**src/rtl/routine_sequencer.sv**
```systemverilog
// Steps four display routines onto the board LEDs and displays, with a short blank gap between them.
// Define ROUTINE_SEQUENCER_PREV_EN to add a Prev button that steps backwards through the routines.
module routine_sequencer #(
    parameter int TICK_DIV     = 25000000,
    parameter int DWELL_TICKS  = 16,
    parameter int BLANK_CYCLES = 4
) (
    input  logic        Clock,
    input  logic        Reset,
    input  logic        Next,
`ifdef ROUTINE_SEQUENCER_PREV_EN
    input  logic        Prev,
`endif
    input  logic        Auto,
    input  logic [45:0] Routine0Bus,
    input  logic [45:0] Routine1Bus,
    input  logic [45:0] Routine2Bus,
    input  logic [45:0] Routine3Bus,
    output logic [3:0]  RoutineRun,
    output logic        RoutineTick,
    output logic [45:0] OutputBus,
    output logic [1:0]  Selected
);

    localparam int TW = (TICK_DIV > 1) ? $clog2(TICK_DIV) : 1;
    localparam int DW = $clog2(DWELL_TICKS + 1);
    localparam int BW = $clog2(BLANK_CYCLES + 1);
    localparam logic [TW-1:0] TICK_LAST  = TW'(TICK_DIV - 1);
    localparam logic [DW-1:0] DWELL_LAST = DW'(DWELL_TICKS);
    localparam logic [BW-1:0] BLANK_LAST = BW'(BLANK_CYCLES - 1);

    typedef enum logic {
        BLANK = 1'b0,
        RUN   = 1'b1
    } seqState_t;

    seqState_t       state;
    seqState_t       stateNext;
    logic [TW-1:0]   tickCount;
    logic [DW-1:0]   dwellCount;
    logic [DW-1:0]   dwellNext;
    logic [BW-1:0]   blankCount;
    logic [BW-1:0]   blankNext;
    logic [1:0]      selectedNext;
    logic [45:0]     selectedBus;
    logic            dwellExpire;

    logic [1:0]      primeCount;
    logic            primed;
    logic            nextMeta;
    logic            nextSync;
    logic            nextDly;
    logic            nextPulse;
    logic            prevPulse;

    always_ff @(posedge Clock or posedge Reset) begin
        if (Reset) begin
            tickCount <= '0;
        end else if (tickCount == TICK_LAST) begin
            tickCount <= '0;
        end else begin
            tickCount <= tickCount + 1'b1;
        end
    end

    assign RoutineTick = (tickCount == TICK_LAST);

    // Edges are ignored until the edge flop holds a real sample, so a button
    // held through reset release does not look like a fresh press.
    assign primed = (primeCount == 2'd3);

    always_ff @(posedge Clock or posedge Reset) begin
        if (Reset) begin
            primeCount <= '0;
            nextMeta   <= 1'b0;
            nextSync   <= 1'b0;
            nextDly    <= 1'b0;
            nextPulse  <= 1'b0;
        end else begin
            if (!primed) begin
                primeCount <= primeCount + 2'd1;
            end
            nextMeta  <= Next;
            nextSync  <= nextMeta;
            nextDly   <= nextSync;
            nextPulse <= primed & nextSync & ~nextDly;
        end
    end

`ifdef ROUTINE_SEQUENCER_PREV_EN
    logic prevMeta;
    logic prevSync;
    logic prevDly;

    always_ff @(posedge Clock or posedge Reset) begin
        if (Reset) begin
            prevMeta  <= 1'b0;
            prevSync  <= 1'b0;
            prevDly   <= 1'b0;
            prevPulse <= 1'b0;
        end else begin
            prevMeta  <= Prev;
            prevSync  <= prevMeta;
            prevDly   <= prevSync;
            prevPulse <= primed & prevSync & ~prevDly;
        end
    end
`else
    assign prevPulse = 1'b0;
`endif

    always_comb begin
        selectedBus = Routine0Bus;
        case (Selected)
            2'd0: selectedBus = Routine0Bus;
            2'd1: selectedBus = Routine1Bus;
            2'd2: selectedBus = Routine2Bus;
            2'd3: selectedBus = Routine3Bus;
            default: selectedBus = Routine0Bus;
        endcase
    end

    assign dwellExpire = Auto && (dwellCount == DWELL_LAST);

    always_ff @(posedge Clock or posedge Reset) begin
        if (Reset) begin
            state      <= BLANK;
            Selected   <= 2'd0;
            blankCount <= '0;
            dwellCount <= '0;
            OutputBus  <= '0;
        end else begin
            state      <= stateNext;
            Selected   <= selectedNext;
            blankCount <= blankNext;
            dwellCount <= dwellNext;
            OutputBus  <= (state == RUN) ? selectedBus : '0;
        end
    end

    // Auto expiry always wins as a single +1 step; opposing button presses in
    // the same cycle cancel each other out.
    always_comb begin
        stateNext    = state;
        selectedNext = Selected;
        blankNext    = blankCount;
        dwellNext    = dwellCount;
        RoutineRun   = 4'b0000;
        case (state)
            BLANK: begin
                dwellNext = '0;
                if (blankCount == BLANK_LAST) begin
                    blankNext = '0;
                    stateNext = RUN;
                end else begin
                    blankNext = blankCount + 1'b1;
                end
            end
            RUN: begin
                RoutineRun = 4'b0001 << Selected;
                if (!Auto) begin
                    dwellNext = '0;
                end else if (RoutineTick) begin
                    dwellNext = dwellCount + 1'b1;
                end
                if (dwellExpire || (nextPulse && !prevPulse)) begin
                    selectedNext = Selected + 2'd1;
                    stateNext    = BLANK;
                    dwellNext    = '0;
                    blankNext    = '0;
                end else if (prevPulse && !nextPulse) begin
                    selectedNext = Selected - 2'd1;
                    stateNext    = BLANK;
                    dwellNext    = '0;
                    blankNext    = '0;
                end
            end
            default: begin
                stateNext = BLANK;
            end
        endcase
    end

endmodule

```
**config.mk**
```make
export PLATFORM = sky130hd
export DESIGN_NAME = routine_sequencer
export DESIGN_NICKNAME = d
export VERILOG_FILES = /design/src/rtl/routine_sequencer.sv
export SDC_FILE = /design/constraint.sdc
export NUM_CORES = 1
export LEC_CHECK = 0
export ABC_CLOCK_PERIOD_IN_PS = 3500
export BUFFER_PORTS_ARGS = -buffer_cell sky130_fd_sc_hd__clkbuf_2
export CORE_ASPECT_RATIO = 1.25
export CORE_MARGIN = 5
export CORE_UTILIZATION = 45
export DETAILED_ROUTE_END_ITERATION = 7
export PLACE_DENSITY = 0.8
export SLEW_MARGIN = 20
export SYNTH_ARGS = -nofsm -noshare
export SYNTH_HDL_FRONTEND = slang
export SYNTH_SLANG_ARGS = --single-unit
```
**constraint.sdc**
```tcl
create_clock -name Clock -period 3.5 [get_ports Clock]
set_clock_uncertainty 0.1 [all_clocks]
set_input_delay 0.175 -clock Clock [delete_from_list [all_inputs] [get_ports Clock]]
set_output_delay 0.175 -clock Clock [all_outputs]
set_load 0.005 [all_outputs]
```
==> results.md, run 1 <==
- Pins Over Slew Limit: 0
- Area contributors post-synth: dfrtp_1, a222oi_1, and2_1
- Data required time at the worst endpoint: 3.22 ns
- Avg Cell Area, Syn: 9.66 sq um
- Area post-placement: 5730 sq um
- Clock-pin slew on the worst setup and hold paths: 0.06 ns
- RR Startpoint: tickCount[6]
- Die Area: 12100 sq um
- Die span in x: 99.4 microns
- CP startpoint: tickCount[6]
- Critical Setup Path Class: register to output pin
- WL final: 15.7 mm
- Antenna violations before repair: 3
- Final Instance Area: 6060 sq um
- First-pass GRT wire length: 23.6 mm
- Area share of the largest cell type after synthesis: 49.0%
- Worst-case reg-to-reg path depth: 4
- Crit path time final: 2.48 ns
- Drt pass-1 iters: 8
- Async set-or-reset flop fraction in the synthesized netlist: 100%
- Clock tree from TritonCTS: yes
- Flop-to-flop setup slack: 1.07 ns
- Setup tns final: 0 ns
- Fin crit share: 70.8%
- WL per Instance: 19.2 microns
- Initial drt markers: 509
- Synth warn: 0
- Final hold vios: 0
- FP Rows: 40
- Power Density: 659 nW/um^2
- Io pins: 241
- Height of the die: 122 microns
- Synth-to-Final Area Change: 35.0%
- Ratio of cells with drive above 1 in the final layout: 39.2%
- Failing checks: design-rule violations
- RSZ-0062 raised after global routing: no
- Utilization after layout: 62.5%
- Skew-Pair Late Insertion Delay: 0.34 ns
- VDD IR max: 0.308 mV
- CP Data Arrival Time: 2.20 ns
- Sink Count: 88
- Vias post-DR: 4606
- EDFF count, synth: 0
- DRT antenna net count: 0
- Port bufs: 240
- Root buffer cell: clkbuf_16
- # setup viols final: 0
- Vias in the first global route: 4606
- Worst hold path type: input port to register
- R2r endpoint: dwellCount[3]
- GR Overflow Total: 0
- Core box area: 9710 sq um
- Crit path to: RoutineTick
- Placer Congestion: 0.931
- Post-DR vias/cell: 5.65
- Yosys cell types: 33
- Syn_nets: 663
- Dominant cell type by area after synthesis: dfrtp_1
- Top FF cell, synth: dfrtp_1
- Top cells by count, synth: dfrtp_1, nand2_1, o21ai_0
- CTS Buf Count: 9
- Seq cells post-synth: 88
- Leakage: 3.03 nW
- Setup Fix Bufs, Post-CTS: 0
- Final #Nets: 881
- Total GRT Usage: 25.2%
- Mapped Area: 4490 sq um
- # DRC: 12
- Worst Tran Pin Value: 1.01 ns
- Largest net degree at the start of global routing: 93
- Bufs on Longest Clock Path: 2
- Seq/Total Area, Yosys: 49.0%
- Fmax: 403 MHz
- Relative slew slack: 32.7%
- HPWL Detailed: 11.9 mm
- Initial core utilization: 46.3%
- Crit start category: register
- Critical path peak fanout: 11
- Fillers: 861
- Syn Inst Count: 465
- Setup crit end kind: output pin
- Most numerous cell in the Yosys netlist: dfrtp_1
- Max cap viols: 0
- Total power: 3.99 mW
- H-tree lvl count: 3
- Outcome: complete, but fails checks
## worst max-delay path, cell delays in order (launching register included)
cell      delay, ns
dfrtp_1        0.45
or4b_4         0.51
or4_4          0.59
nor2_1         0.16
clkbuf_2       0.14
## cell usage in the layout, fill, tap and decap left out, drive strengths merged, types with 3 or more instances in the layout
| cell | instances |
|---|---|
| and2 | 50 |
| ha | 10 |
| clkbuf | 251 |
| nand2b | 4 |
| xnor2 | 9 |
| buf | 3 |
| o21ai | 56 |
| inv | 11 |
| or4 | 11 |
| dfrtp | 88 |
| nand2 | 57 |
| nor3 | 7 |
| clkinv | 3 |
| nand3 | 14 |
| or3 | 4 |
| o31ai | 7 |
| nor2 | 12 |
| xor2 | 6 |
| nand4 | 7 |
| a222oi | 46 |
| a21oi | 13 |
## cells by family after synthesis
logic type	count (synthesis)	share of synthesized area [%]
fa+ha+maj	10	2.79
mux	4	0.947
compound gates	124	19.5
simple gates	174	20.5
flops	88	49.0
buf+inv	50	4.35
xor+xnor	15	2.92
## metrics by stage
stage                     setup WS [ns]  cells  hold slack [ns]
after global placement             1.15    796            0.151
after floorplan                   0.946    465            0.106
final                              1.02    815           0.0476
after detailed placement           1.11    796            0.170
after global routing              0.966    815           0.0535
after CTS                          1.03    814           0.0435
## report_power, final
group	switching [mW]	leakage, nW	internal [mW]
Sequential	0.0920	1.17	1.24
Clock	0.392	0.148	0.589
Combinational	0.978	1.72	0.701
Total	1.46	3.03	2.53
## registers in the layout, indices dropped and copies added (netlist names)
register    cells
OutputBus      46
tickCount      25
dwellCount      5
blankCount      3
Selected        2
primeCount      2
nextDly         1
nextMeta        1
nextPulse       1
nextSync        1
state           1
## routing by layer
metal / vias to the layer above / part of all wire, % / global-route usage [%]
met2: 261 / 48 / 40.0
met4: 4 / 4.0 / 11.2
met3: 45 / 11 / 11.5
li1: 2148 / - / -
met1: 2148 / 36 / 29.2
met5: - / 0.17 / 0
## worst min-delay path by stage
stage                          from            end  slack (ns)  depth (start not counted)
global placement              Reset  blankCount[2]        0.15                          2
floorplan                      Next       nextMeta        0.11                          0
global route        Routine0Bus[23]  OutputBus[23]        0.05                          4
finish              Routine0Bus[21]  OutputBus[21]        0.05                          4
CTS                 Routine0Bus[22]  OutputBus[22]        0.04                          4
detailed placement            Reset  blankCount[2]        0.17                          2
## timing repair
action / CTS / global route
endpoints found under the hold margin: 37 / 0
hold buffers: 2 / 0
gates resized for setup: 0 / 0
## area by class of cell
type	count	area (sq um)	area share (%)
sequential	88	2200	36.3
multi-input combinational	327	2100	34.7
timing repair buffer	245	1240	20.5
clock buffer	11	253	4.17
tap	126	158	2.60
clock inverter	5	55.1	0.908
inverter	12	46.3	0.763
antenna	1	2.50	0.0413
Note: power is estimated with default switching activity, not from simulation.
==> run 2: changes to the inputs <==
--- a/config.mk
+++ b/config.mk
@@ -5,13 +5,13 @@
 export SDC_FILE = /design/constraint.sdc
 export NUM_CORES = 1
 export LEC_CHECK = 0
-export ABC_CLOCK_PERIOD_IN_PS = 3500
+export ABC_CLOCK_PERIOD_IN_PS = 2000
 export BUFFER_PORTS_ARGS = -buffer_cell sky130_fd_sc_hd__clkbuf_2
 export CORE_ASPECT_RATIO = 1.25
 export CORE_MARGIN = 5
-export CORE_UTILIZATION = 45
+export CORE_UTILIZATION = 41
 export DETAILED_ROUTE_END_ITERATION = 7
-export PLACE_DENSITY = 0.8
+export PLACE_DENSITY = 0.77
 export SLEW_MARGIN = 20
 export SYNTH_ARGS = -nofsm -noshare
 export SYNTH_HDL_FRONTEND = slang
==> constraint.sdc (replaced) <==
create_clock -name Clock -period 2 [get_ports Clock]
set_clock_uncertainty 0.1 [all_clocks]
set_input_delay 0.1 -clock Clock [delete_from_list [all_inputs] [get_ports Clock]]
set_output_delay 0.1 -clock Clock [all_outputs]
set_load 0.005 [all_outputs]
==> run 2 against run 1 <==
The run ends with negative setup slack left. Sequential power up 75%. Die area increased by 8.9%. Routed wire length up 11%. Clock power is 68% higher. Final cell count up 10%. Critical path type is now register to register.
==> results.md, run 2 (same netlist as run 1, synthesis figures left out) <==
- Outcome: complete, but fails checks
- Failing checks: negative setup slack
- Setup crit end kind: register
- Area post-placement: 6090 sq um (+6.2%)
- Sw Share: 36.2% (-0.35 points)
- Delay-heaviest family, CP: simple AND/OR/NAND/NOR gates
- Die Area: 13200 sq um (+8.9%)
- CP Data Arrival Time: 2.53 ns (+0.33 ns)
- Total GRT Usage: 25.5% (+0.31 points)
- Io pins: 241 (unchanged)
- Clock tree from TritonCTS: yes
- Relative slew slack: 67.9% (+35 points)
- Worst setup margin: -0.363 ns (-1.38 ns)
- CP max stage cell: or4_4
- Vias post-DR: 5016 (+8.9%)
- Sink Count: 88 (unchanged)
- Clk network pwr share: 22.6% (-2.0 points)
- HPWL Detailed: 12.5 mm (+5.6%)
- VDD IR max: 0.840 mV (+170%)
- Core box area: 10700 sq um (+9.9%)
- Initial core utilization: 42.1% (-4.2 points)
- Max cap viols: 0 (unchanged)
- Vias in the first global route: 5300 (+15%)
- Most used cell, CP: or4_4
- WL per Instance: 19.4 microns (+1.2%)
- Leakage: 3.42 nW (+13%)
- Synth-to-Final Area Change: 53.5%
- Final hold vios: 0 (unchanged)
- CTS Buf Count: 9 (unchanged)
- Diode count: 0 (-1)
- Die span in x: 104 microns (+4.3%)
- Most common cell after layout, fill and taps aside: clkbuf_2
- Fmax: 423 MHz
- Max reg flops: 46 (unchanged)
- Skew-Pair Late Insertion Delay: 0.34 ns (about the same)
- Final Instance Area: 6900 sq um (+14%)
- Drt pass-1 iters: 8 (unchanged)
- # setup viols final: 8 (+8)
- Height of the die: 127 microns (+4.4%)
- P_int: 4.66 mW (+84%)
- GR Overflow Total: 0 (unchanged)
- Largest stage delay on the critical path: 0.56 ns (-0.03 ns)
- Root buffer cell: clkbuf_16
- Psw: 2.65 mW (+81%)
- Critical Setup Path Class: register to register
- Final #Nets: 960 (+9.0%)
- FP Rows: 42 (+5.0%)
- Critical path peak fanout: 4 (-7)
- RSZ-0062 raised after global routing: yes
- Bufs on Longest Clock Path: 2 (unchanged)
- Data required time at the worst endpoint: 2.16 ns (-1.06 ns)
- Sequential power share: 32.1% (-1.3 points)
- H-tree lvl count: 3 (unchanged)
- Initial drt markers: 495 (-2.8%)
- Crit path time final: 2.36 ns
- Gate power share: 45.3% (+3.3 points)
- Fillers: 846 (-1.7%)
- Placer Congestion: 0.969 (+4.1%)
- Most frequent cells in the layout: clkbuf_2, dfrtp_1, nand2_1, o21ai_0, and2_1
- First-pass GRT wire length: 26.7 mm (+13%)
- Fin crit share: 118%
- # DRC: 0 (-12)
- DRT antenna net count: 0 (unchanged)
- Ratio of cells with drive above 1 in the final layout: 43.1% (+3.9 points)
- Pins Over Slew Limit: 0 (unchanged)
- Crit start category: register
- Total power: 7.31 mW (+83%)
- Largest net degree at the start of global routing: 89 (-4.3%)
- Worst hold path type: input port to register
- Port bufs: 240 (unchanged)
- Power Density: 1060 nW/um^2 (+61%)
- CP cell instances: or4_4, or4_4, buf_6, or4_4, a21oi_2
- Buf+Inv Stages, Crit Path: 1 (unchanged)
- Largest Register: OutputBus
- Post-DR vias/cell: 5.59 (-1.1%)
- Worst Tran Pin Value: 0.481 ns (-0.529 ns)
- Flop-to-flop setup slack: -0.36 ns (-1.43 ns)
- Regs by FF count: OutputBus (46), tickCount (25), dwellCount (5)
- Antenna violations before repair: 0 (-3)
- WL final: 17.4 mm (+11%)
- Clock-pin slew on the worst setup and hold paths: 0.06 ns (about the same)
-- run 2: cell types whose count changed in the layout (fill, tap and decap cells not counted), sizes merged --
cell / change
clkinv: -1
clkinvlp: -1
dlygate4sd3: +36
diode: -1
buf: +44
clkbuf: -1
-- run 2: metrics by stage --
stage	utilization (%)	instances	setup WS [ns]	setup TNS, ns	hold WS [ns]
after global routing	64.6	897	-0.437	-2.53	0.0132
after floorplan	-	465	-0.320	-0.738	0.0314
final	64.6	897	-0.363	-1.74	0.00314
after detailed placement	57.1	840	-0.306	-1.37	0.111
after CTS	63.6	894	-0.347	-1.58	0.000149
after global placement	57.1	840	-0.254	-0.964	0.113
-- run 2: what timing repair did --
item / CTS / global route
buffers inserted: 2 / 3
hold endpoints to repair: 125 / 0
setup endpoints to repair: 13 / 17
hold buffers: 38 / 0
pin swaps: 3 / 16
gates resized for setup: 6 / 25
-- run 2: worst min-delay path: cells and delay by family --
kind | cells | cell delay, ns
buffers and inverters | 1 | 0.08
AND/OR/NAND/NOR | 2 | 0.17
AO/OA/AOI/OAI | 1 | 0.06
-- run 2: layout make-up --
| type | count | area, sq um | share of cell area (%) |
|---|---|---|---|
| sequential | 88 | 2200 | 31.9 |
| clock buffer | 11 | 243 | 3.52 |
| tap | 132 | 165 | 2.40 |
| multi-input combinational | 327 | 2190 | 31.7 |
| clock inverter | 3 | 43.8 | 0.635 |
| inverter | 12 | 48.8 | 0.708 |
| timing repair buffer | 324 | 2000 | 29.1 |
-- run 2: final timing paths --
| path | start | to | cells after the start |
|---|---|---|---|
| setup / recovery | tickCount[7] | dwellCount[4] | 5 |
| hold / removal | Routine0Bus[15] | OutputBus[15] | 4 |
| setup reg to reg | tickCount[7] | dwellCount[4] | 5 |
| hold reg to reg | nextMeta | nextSync | 0 |
| max in group asynchronous | Reset | OutputBus[22] | 4 |
| min in group asynchronous | Reset | OutputBus[17] | 4 |
-- run 2: metal layers --
layer / up-vias / track usage, % / routed length [microns] / part of all wire (%)
met4: 0 / 12.0 / 702 / 4.0
li1: 2305 / - / - / -
met1: 2364 / 29.5 / 6040 / 35
met3: 51 / 7.82 / 1860 / 11
met5: - / 0 / 0 / 0
met2: 296 / 43.1 / 8840 / 51
-- run 2: power by group through the flow --
stage | Sequential (mW) | Combinational [mW] | Clock, mW
final | 2.35 | 3.31 | 1.65
after global routing | 2.40 | 3.65 | 1.76
after CTS | 2.35 | 3.27 | 1.67
after detailed placement | 2.38 | 3.19 | 0
after global placement | 2.38 | 3.10 | 0
after floorplan | 2.39 | 1.79 | 0
